<file path="config.mk">
export PLATFORM = sky130hd
export DESIGN_NAME = cpu_control
export DESIGN_NICKNAME = d
export VERILOG_FILES = /design/src/rtl/cpu_pkg.sv /design/src/rtl/cpu_decoder.sv /design/src/rtl/cpu_control.sv
export SDC_FILE = /design/constraint.sdc
export NUM_CORES = 1
export LEC_CHECK = 0
export ABC_AREA = 1
export CORE_AREA = 2 2 54 56
export CTS_CLUSTER_DIAMETER = 40
export DETAILED_ROUTE_END_ITERATION = 7
export DIE_AREA = 0 0 56 58
export DONT_BUFFER_PORTS = 1
export GPL_TIMING_DRIVEN = 1
export HOLD_SLACK_MARGIN = 0.1
export MAX_ROUTING_LAYER = met4
export PLACE_DENSITY = 0.82
export SLEW_MARGIN = 10
export SYNTH_ARGS = -nofsm -noshare
export SYNTH_HDL_FRONTEND = slang
export SYNTH_HIERARCHICAL = 1
export SYNTH_SLANG_ARGS = --single-unit
</file>
<file path="constraint.sdc">
create_clock -name CLK -period 1.7 [get_ports CLK]
set_clock_uncertainty 0.15 [all_clocks]
set_input_delay 0.255 -clock CLK [delete_from_list [all_inputs] [get_ports CLK]]
set_output_delay 0.255 -clock CLK [all_outputs]
set_load 0.01 [all_outputs]
</file>
<file path="src/rtl/cpu_pkg.sv">
// cpu_pkg: shared opcode/state types and instruction field positions for cpu_control
package cpu_pkg;
  typedef enum logic [3:0] {
    OP_NOP  = 4'h0, OP_ADD, OP_SUB, OP_AND, OP_OR, OP_XOR, OP_SHL, OP_SHR,
    OP_LDI, OP_MOV, OP_JMP, OP_BEQZ, OP_ILLC, OP_ILLD, OP_ILLE, OP_HALT
  } opcode_t;
  typedef enum logic [1:0] {S_FETCH, S_DECODE, S_EXECUTE, S_HALT} ctrl_state_t;
  localparam int OPC_MSB = 15;
  localparam int OPC_LSB = 12;
  localparam int RD_MSB  = 11;
  localparam int RD_LSB  = 8;
  localparam int RS1_MSB = 7;
  localparam int RS1_LSB = 4;
  localparam int RS2_MSB = 3;
  localparam int RS2_LSB = 0;
  localparam int IMM_MSB = 7;
  localparam int IMM_LSB = 0;
  localparam logic [15:0] NOP = 16'h0000;
endpackage

</file>
<file path="src/rtl/cpu_decoder.sv">
// cpu_decoder: opcode -> control strobes. CPU_CTRL_BRANCH_EN enables BEQZ, else opcode B is illegal.
module cpu_decoder
  import cpu_pkg::*;
(
  input  opcode_t op,
  output logic    we,
  output logic    imm_sel,
  output logic    is_jmp,
  output logic    is_beqz,
  output logic    illegal,
  output logic    updates_zf
);
  always_comb begin
    we         = (op >= OP_ADD) && (op <= OP_MOV);
    imm_sel    = op == OP_LDI;
    is_jmp     = op == OP_JMP;
`ifdef CPU_CTRL_BRANCH_EN
    is_beqz    = op == OP_BEQZ;
    illegal    = (op >= OP_ILLC) && (op <= OP_ILLE);
`else
    is_beqz    = 1'b0;
    illegal    = (op >= OP_BEQZ) && (op <= OP_ILLE);
`endif
    updates_zf = we && (op != OP_LDI);
  end
endmodule

</file>
<file path="src/rtl/cpu_control.sv">
// cpu_control: 3-cycle fetch/decode/execute sequencer driving the register file and ALU.
// Define CPU_CTRL_BRANCH_EN to implement BEQZ; otherwise opcode B decodes as illegal.
module cpu_control
  import cpu_pkg::*;
#(
  parameter int              PC_W     = 8,
  parameter int              INSTR_W  = 16,
  parameter logic [PC_W-1:0] RESET_PC = '0
) (
  input  logic               CLK,
  input  logic               RST,
  output logic [PC_W-1:0]    pc,
  input  logic [INSTR_W-1:0] instr_data,
  input  logic               alu_zero,
  output logic [3:0]         RA1,
  output logic [3:0]         RA2,
  output logic [3:0]         WA,
  output logic               write_enable,
  output logic [3:0]         alu_op,
  output logic               imm_sel,
  output logic [7:0]         imm,
  output logic               halted,
  output logic               illegal
);
  ctrl_state_t        state_q, state_d;
  logic [PC_W-1:0]    pc_q, pc_d;
  logic [INSTR_W-1:0] ir_q, ir_d;
  logic               zf_q, zf_d;
  opcode_t            op;
  logic               dec_we, dec_imm_sel, is_jmp, is_beqz, dec_illegal, updates_zf;
  logic               exec, halt_op, taken;
  assign op = opcode_t'(ir_q[OPC_MSB:OPC_LSB]);
  cpu_decoder u_dec (
    .op         (op),
    .we         (dec_we),
    .imm_sel    (dec_imm_sel),
    .is_jmp     (is_jmp),
    .is_beqz    (is_beqz),
    .illegal    (dec_illegal),
    .updates_zf (updates_zf)
  );
  always_comb begin
    exec         = state_q == S_EXECUTE;
    halt_op      = op == OP_HALT;
    taken        = is_jmp || (is_beqz && zf_q);
    state_d      = state_q == S_FETCH ? S_DECODE :
                   state_q == S_DECODE ? S_EXECUTE :
                   (exec && !halt_op) ? S_FETCH : S_HALT;
    ir_d         = state_q == S_DECODE ? instr_data : ir_q;
    pc_d         = (!exec || halt_op) ? pc_q :
                   taken ? PC_W'(ir_q[IMM_MSB:IMM_LSB]) : pc_q + PC_W'(1);
    zf_d         = (exec && updates_zf) ? alu_zero : zf_q;
    pc           = pc_q;
    RA1          = ir_q[RS1_MSB:RS1_LSB];
    RA2          = ir_q[RS2_MSB:RS2_LSB];
    WA           = ir_q[RD_MSB:RD_LSB];
    imm          = ir_q[IMM_MSB:IMM_LSB];
    // reset must kill a write already in its EXECUTE cycle
    write_enable = exec && dec_we && !RST;
    alu_op       = exec ? ir_q[OPC_MSB:OPC_LSB] : 4'h0;
    imm_sel      = dec_imm_sel;
    halted       = state_q == S_HALT;
    illegal      = exec && dec_illegal;
  end
  always_ff @(posedge CLK) begin
    if (RST) begin
      state_q <= S_FETCH;
      pc_q    <= RESET_PC;
      ir_q    <= INSTR_W'(NOP);
      zf_q    <= 1'b0;
    end else begin
      state_q <= state_d;
      pc_q    <= pc_d;
      ir_q    <= ir_d;
      zf_q    <= zf_d;
    end
  end
endmodule

</file>
==> impl_metrics.py, run 1 <==
metrics = {
    "outcome": {
        "status": "completed",
    },
    "setup_path": {
        "cp.arrival_ns": 1.22,
        "cpPeakStageDelay_ns": 0.39,
        "cp_num_buf_inv": 1,
        "crit_type": "reg -> out",
        "reg2reg_from": "ir_q[15]",
        "r2r_setup_slack_ns": 0.12,
        "r2r_end": "pc[2]",
        "crit_fanout": 6,
        "slowest_stage": "dfxtp_1",
        "path_delay_family": "simple AND/OR/NAND/NOR gates",
        "crit_required_ns": 1.29,
        "worstPathCellList": "nor2_4 > inv_2 > nor2_1",
        "reg2reg_depth": 7,
        "critPathLaunchType": "flop",
        "worst_setup_path_end_kind": "primary output",
    },
    "global_routing": {
        "use_met2": 0.3244,
        "met3_usage": 0.03125,
        "track_usage": 0.2003,
        "met1_usage": 0.2490,
        "grt_pass1_wl_um": 5037,
        "grt_pass1_vias": 1204,
        "busiest_layer": "met2",
        "overflow": 0,
        "antenna_found_initial": 0,
        "grt_max_degree": 22,
    },
    "sta": {
        "hold_violations": 0,
        "setup_ws_ns": 0.07394,
        "period_minus_slack_ns": 1.626,
        "finalSetupViolCount": 0,
        "fin_crit_sh": 0.9565,
        "fmax_ghz": 0.6150,
        "worst_hold_slack_ns": 0.1177,
        "maxSlewViolCount": 0,
        "rsz0062_at_grt": "true",
    },
    "cells_and_area": {
        "diodes": 0,
        "stdcell_count": 258,
        "nets": 248,
        "area_delta_synth_final_pct": 5.267,
        "layout-drive-gt1-share": 0.1894,
    },
    "yosys": {
        "synth.area.top_cells": "dfxtp_1 (34%), nand2_1 (11%), buf_4 (11%)",
        "synth_cells": 228,
        "ys_seq_area_frac": 0.3448,
        "synth_top_area_share": 0.3448,
        "avgSynthCellArea_um2": 6.876,
        "synth.distinct_cells": 23,
        "postSynthNetCount": 248,
        "ys_ff_latch": 27,
        "yosys_warnings": 6,
        "netlist_area_mm2": 0.001568,
        "yosysTopAreaCell": "dfxtp_1",
    },
    "die": {
        "die_width_um": 56,
        "start_util": 0.5888,
        "dieHeight_um": 58,
        "pin_count": 55,
        "rows": 19,
        "core_region_area_mm2": 0.002663,
        "floorplan.die_area_mm2": 0.003248,
    },
    "power": {
        "p_total_uw": 1463,
        "p_leak_uw": 0.0007197,
        "ir_drop_mv": 0.5097,
        "p_per_area_mw_per_mm2": 886.2,
    },
    "drt": {
        "post_drt_wl_per_cell_um": 11.62,
        "drc": 0,
        "dr.pass1.iters": 4,
        "num_vias": 1335,
        "wirelength_um": 2998,
        "drt-initial-drc-count": 59,
        "final_antenna_net_count": 0,
        "routed_via_density": 5.174,
    },
    "clock_tree": {
        "cts_buffer_depth": 2,
        "cts_setup_buffers": 0,
        "clk_pin_slew_ns": 0.15,
        "insertion_delay_ns": 0.33,
        "h-tree-depth": 1,
        "numCtsBuffers": 3,
        "clk_root_buffer_cell": "clkbuf_4",
        "cts_tree": "yes",
        "cts_sinks": 27,
    },
    "placed_design": {
        "preCtsSetupSlack_ns": 0.09714,
        "dp_hpwl_um": 2110,
        "io_buffers": 0,
        "dpl.cell_count": 236,
        "globalplace.congestion": 0.7937,
    },
    "worst_hold_path": {
        "whs_path_depth": 3,
        "min_from": "RST",
        "hold_end": "ir_q[7]",
        "hp-class": "in -> reg",
    },
    "flow_run": {
        "maxCapViolations": 0,
    },
}
-- per-stage QoR --
stage                      TNS [ns]  utilization  instance area, µm²
after floorplan                   0            -                1568
after global placement            0       0.5329                1419
after detailed placement          0       0.5329                1419
after CTS                 -0.001381       0.6128                1632
after global routing       -0.04541       0.6198                1650
final                             0       0.6198                1650
-- synthesized netlist by cell type, drive strengths merged --
| cell | instances |
|---|---|
| dfxtp | 27 |
| buf | 26 |
| clkinv | 1 |
| inv | 27 |
| nor2 | 47 |
| ha | 1 |
| nand3 | 12 |
| a21oi | 11 |
| nor3 | 1 |
| nand2 | 51 |
| o21ai | 21 |
| nand3b | 1 |
| nor4 | 1 |
| conb | 1 |
-- cell families after synthesis --
family | after synthesis | share of synthesized area
and+or+nand+nor | 113 | 0.3105
buffers and inverters | 54 | 0.2011
AOI/OAI and AO/OA | 32 | 0.1333
DFF | 27 | 0.3448
adders and majority gates | 1 | 0.007980
other | 1 | 0.002392
-- area by class of cell --
class,count,area [µm²]
inverter,28,105.1
fill,234,1012
clock buffer,3,22.52
clock inverter,1,7.507
timing repair buffer,21,202.7
sequential,27,554.3
multi-input combinational,147,719.4
tap,31,38.79
-- worst max path at each step --
| stage | cells after the start | slack (ns) | startpoint | end |
|---|---|---|---|---|
| global placement | 7 | 0.15 | ir_q[15] | pc[4] |
| floorplan | 7 | 0.19 | ir_q[15] | pc[0] |
| CTS | 4 | -0.001 | state_q[1] | alu_op[0] |
| finish | 3 | 0.07 | state_q[0] | alu_op[2] |
| detailed placement | 7 | 0.1 | ir_q[15] | pc[2] |
| global route | 5 | -0.01 | ir_q[13] | write_enable |
-- state kept, by name (all words and copies together) (netlist names) --
register	count
ir_q	16
pc	8
state_q	2
zf_q	1
-- worst register-to-register path, stage by stage, from the launching register on --
cell	delay, ns
dfxtp_4	0.39
inv_1	0.06
nor4_1	0.41
a21oi_4	0.15
nand2_1	0.12
nand2_1	0.06
nor2_1	0.11
nor2_1	0.05
-- layer usage --
metal / share of wire / vias up
met5: 0 / -
met4: 0.016 / 0
met3: 0.058 / 5
met2: 0.49 / 47
met1: 0.43 / 592
li1: - / 691
-- placed cells by master, fill, tap and decap left out, drive strengths merged --
cell / Yosys / layout
conb: 1 / 1
buf: 26 / 3
nor3: 1 / 1
nand3: 12 / 12
nand2: 51 / 51
nand3b: 1 / 1
inv: 27 / 27
clkinv: 1 / 1
nor2: 47 / 47
clkinvlp: 0 / 1
dlygate4sd3: 0 / 18
a21oi: 11 / 11
clkbuf: 0 / 3
ha: 1 / 1
o21ai: 21 / 21
dfxtp: 27 / 27
nor4: 1 / 1
-- power breakdown --
group          internal (µW)  switching [µW]  leakage (µW)
sequential               710             118      0.000224
combinational            132             212      0.000482
clock                   90.2             201     0.0000139
total                    931             531      0.000720
-- timing repair --
action                                  4_1_cts  5_1_grt
endpoints found under the setup margin        3       12
cloned                                        0        0
hold buffers                                 18        0
hold endpoints to repair                     17        0
resized for setup                             2       10
Note: power is estimated with default switching activity, not from simulation.
==> run 2: changes to the inputs <==
--- a/config.mk
+++ b/config.mk
@@ -5,16 +5,16 @@
 export SDC_FILE = /design/constraint.sdc
 export NUM_CORES = 1
 export LEC_CHECK = 0
-export ABC_AREA = 1
-export CORE_AREA = 2 2 54 56
+export ABC_AREA = 0
+export CORE_AREA = 2 2 52 54
 export CTS_CLUSTER_DIAMETER = 40
 export DETAILED_ROUTE_END_ITERATION = 7
-export DIE_AREA = 0 0 56 58
+export DIE_AREA = 0 0 54 56
 export DONT_BUFFER_PORTS = 1
 export GPL_TIMING_DRIVEN = 1
 export HOLD_SLACK_MARGIN = 0.1
 export MAX_ROUTING_LAYER = met4
-export PLACE_DENSITY = 0.82
+export PLACE_DENSITY = 0.81
 export SLEW_MARGIN = 10
 export SYNTH_ARGS = -nofsm -noshare
 export SYNTH_HDL_FRONTEND = slang
==> run 2 against run 1 <==
Compared with the run above: register-to-register slack got worse by 0.11 ns; maximum frequency shrank 5.3%; design area is 5.9% higher; total power decreased by 3.3%; the run now ends with setup timing left; hold slack improved by 0.24 ns; critical endpoint is now write_enable.
==> impl_metrics.py, run 2 <==
metrics = {
    "outcome": {
        "status": "complete, but fails checks",
        "violations": "setup timing",
    },
    "placed_design": {
        "dpl.cell_count": 202,
        "io_buffers": 0,
        "globalplace.congestion": 0.9284,
        "dp_hpwl_um": 2307,
    },
    "sta": {
        "maxSlewViolCount": 0,
        "finalSetupViolCount": 1,
        "rsz0062_at_grt": "true",
        "worst_hold_slack_ns": 0.3555,
        "fmax_ghz": 0.5824,
        "hold_violations": 0,
        "setup_ws_ns": -0.01705,
        "period_minus_slack_ns": 1.717,
        "fin_crit_sh": 1.010,
        "worst_pin_slew_ns": 0.9584,
        "slew_headroom": 0.3611,
    },
    "clock_tree": {
        "cts_tree": "yes",
        "clk_root_buffer_cell": "clkbuf_4",
        "insertion_delay_ns": 0.33,
        "h-tree-depth": 1,
        "cts_sinks": 27,
        "clk_pin_slew_ns": 0.14,
        "cts_buffer_depth": 2,
        "numCtsBuffers": 3,
    },
    "drt": {
        "wirelength_um": 3750,
        "post_drt_wl_per_cell_um": 16.30,
        "drt-initial-drc-count": 44,
        "dr.pass1.iters": 4,
        "num_vias": 1352,
        "routed_via_density": 5.878,
        "drc": 0,
        "final_antenna_net_count": 0,
    },
    "yosys": {
        "avgSynthCellArea_um2": 7.661,
        "synth_top_family_by_area": "simple AND/OR/NAND/NOR gates",
        "synth-simple-area-share": 0.2699,
        "yosysMostFrequentCell": "nand2_1",
        "synth-edff-count": 0,
        "synthMuxAreaShare": 0.006987,
        "yosys_warnings": 6,
        "synth_ff_type": "dfxtp_1",
        "synth_cells": 187,
        "synth.distinct_cells": 33,
        "ys_seq_area_frac": 0.3773,
        "synthAdderAreaFrac": 0.008734,
        "yosysTopAreaCell": "dfxtp_1",
        "synth_compound_area_frac": 0.1738,
        "synth.area.top_cells": "dfxtp_1 (38%), buf_4 (12%), nand2_1 (11%)",
        "synth_xor_area_frac": 0,
        "async_flop_share": 0,
        "ys_ff_latch": 27,
        "synthTopCellsByCount": "nand2_1 (42), a21oi_1 (27), dfxtp_1 (27), buf_4 (22), and2_1 (8)",
        "netlist_area_mm2": 0.001433,
        "postSynthNetCount": 207,
        "synth_top_area_share": 0.3773,
    },
    "cells_and_area": {
        "layout-drive-gt1-share": 0.2450,
        "nets": 221,
        "area_delta_synth_final_pct": 22.01,
        "final_core_util": 0.7186,
        "largest_reg_flops": 16,
        "diodes": 0,
        "stdcell_count": 230,
        "largest_register": "ir_q",
        "final_cell_mix": "nand2_1 (42), a21oi_1 (25), dfxtp_1 (19), dlygate4sd3_1 (18), buf_4 (16)",
        "layout_commonest_cell": "nand2_1",
    },
    "die": {
        "die_width_um": 54,
        "dieHeight_um": 56,
        "start_util": 0.5890,
        "floorplan.die_area_mm2": 0.003024,
        "core_region_area_mm2": 0.002432,
        "rows": 18,
        "pin_count": 55,
    },
    "setup_path": {
        "cp.arrival_ns": 1.31,
        "worst_setup_path_end_kind": "primary output",
        "crit_type": "reg -> out",
        "cpPeakStageDelay_ns": 0.35,
        "slowest_stage": "dfxtp_2",
        "crit_fanout": 4,
        "crit_required_ns": 1.29,
        "worstPathCellList": "buf_6 > nor4_2 > nor2_1 > and3b_2",
        "critPathLaunchType": "flop",
    },
    "power": {
        "p_per_area_mw_per_mm2": 809.1,
        "p_leak_uw": 0.0006571,
        "ir_drop_mv": 0.7202,
    },
    "global_routing": {
        "grt_pass1_vias": 1239,
        "grt_max_degree": 25,
        "grt_pass1_wl_um": 5727,
        "track_usage": 0.2656,
        "overflow": 0,
        "antenna_found_initial": 0,
    },
    "worst_hold_path": {
        "hp-class": "reg -> reg",
    },
    "flow_run": {
        "maxCapViolations": 0,
    },
}
run 2: cell count changes after synthesis, sizes merged, moves of 4 or more:
cell	previous run	this run
o21ai	21	4
and2	0	8
nor2	47	5
nand2	51	42
nand3	12	3
nor3	1	6
inv	27	5
nand2b	0	4
a21oi	11	27
o32ai	0	4
run 2: critical path, delay by kind of cell (launching register included):
| family | cells | cell delay [ns] |
|---|---|---|
| AND/OR/NAND/NOR | 3 | 0.51 |
| buffers and inverters | 1 | 0.12 |
| flip-flops | 1 | 0.35 |
run 2: stage by stage:
| stage | worst slack [ns] | power (µW) | area, µm² | setup TNS, ns |
|---|---|---|---|---|
| floorplan | 0.04861 | 1005 | 1433 | 0 |
| global placement | 0.1460 | 1002 | 1391 | 0 |
| detailed placement | 0.04215 | 1016 | 1391 | 0 |
| CTS | 0.006968 | 1356 | 1645 | 0 |
| global route | -0.06191 | 1495 | 1748 | -0.1869 |
| finish | -0.01705 | 1414 | 1748 | -0.01705 |
run 2: metal layers:
layer,share of wire,global-route usage,vias to the layer above
met5,0,-,-
met4,0.017,0.1429,0
met3,0.083,0.05108,10
met2,0.51,0.4129,69
met1,0.39,0.3154,635
li1,-,-,638
run 2: area by class of cell:
cell class	instances	area, µm²
fill	183	684.4
inverter	5	18.77
multi-input combinational	124	730.7
clock buffer	3	22.52
sequential	27	553.0
clock inverter	1	7.507
tap	30	37.54
timing repair buffer	40	377.9
run 2: logic make-up after synthesis:
| logic type | count (synthesis) |
|---|---|
| flops | 27 |
| mux | 1 |
| compound gates | 42 |
| fa+ha+maj | 1 |
| other cells | 1 |
| simple gates | 79 |
| buf+inv | 36 |
run 2: report_power, final:
part	internal (µW)	total (µW)	switching, µW
sequential	688	768	79.3
combinational	177	358	180
clock	90.1	289	198
run 2: timing repair:
action,in CTS,in global routing
gates resized for setup,9,20
hold buffers,18,2
setup endpoints to repair,1,18
pin swaps,4,2
setup buffers,4,2
endpoints found under the hold margin,27,1
run 2: worst paths after layout:
path	startpoint	endpoint	slack [ns]	cells after the start
worst max-delay path	ir_q[15]	write_enable	-0.02	4
worst max register to register	pc[0]	pc[5]	0.01	5
worst min-delay path	zf_q	zf_q	0.36	2
worst min register to register	zf_q	zf_q	0.36	2
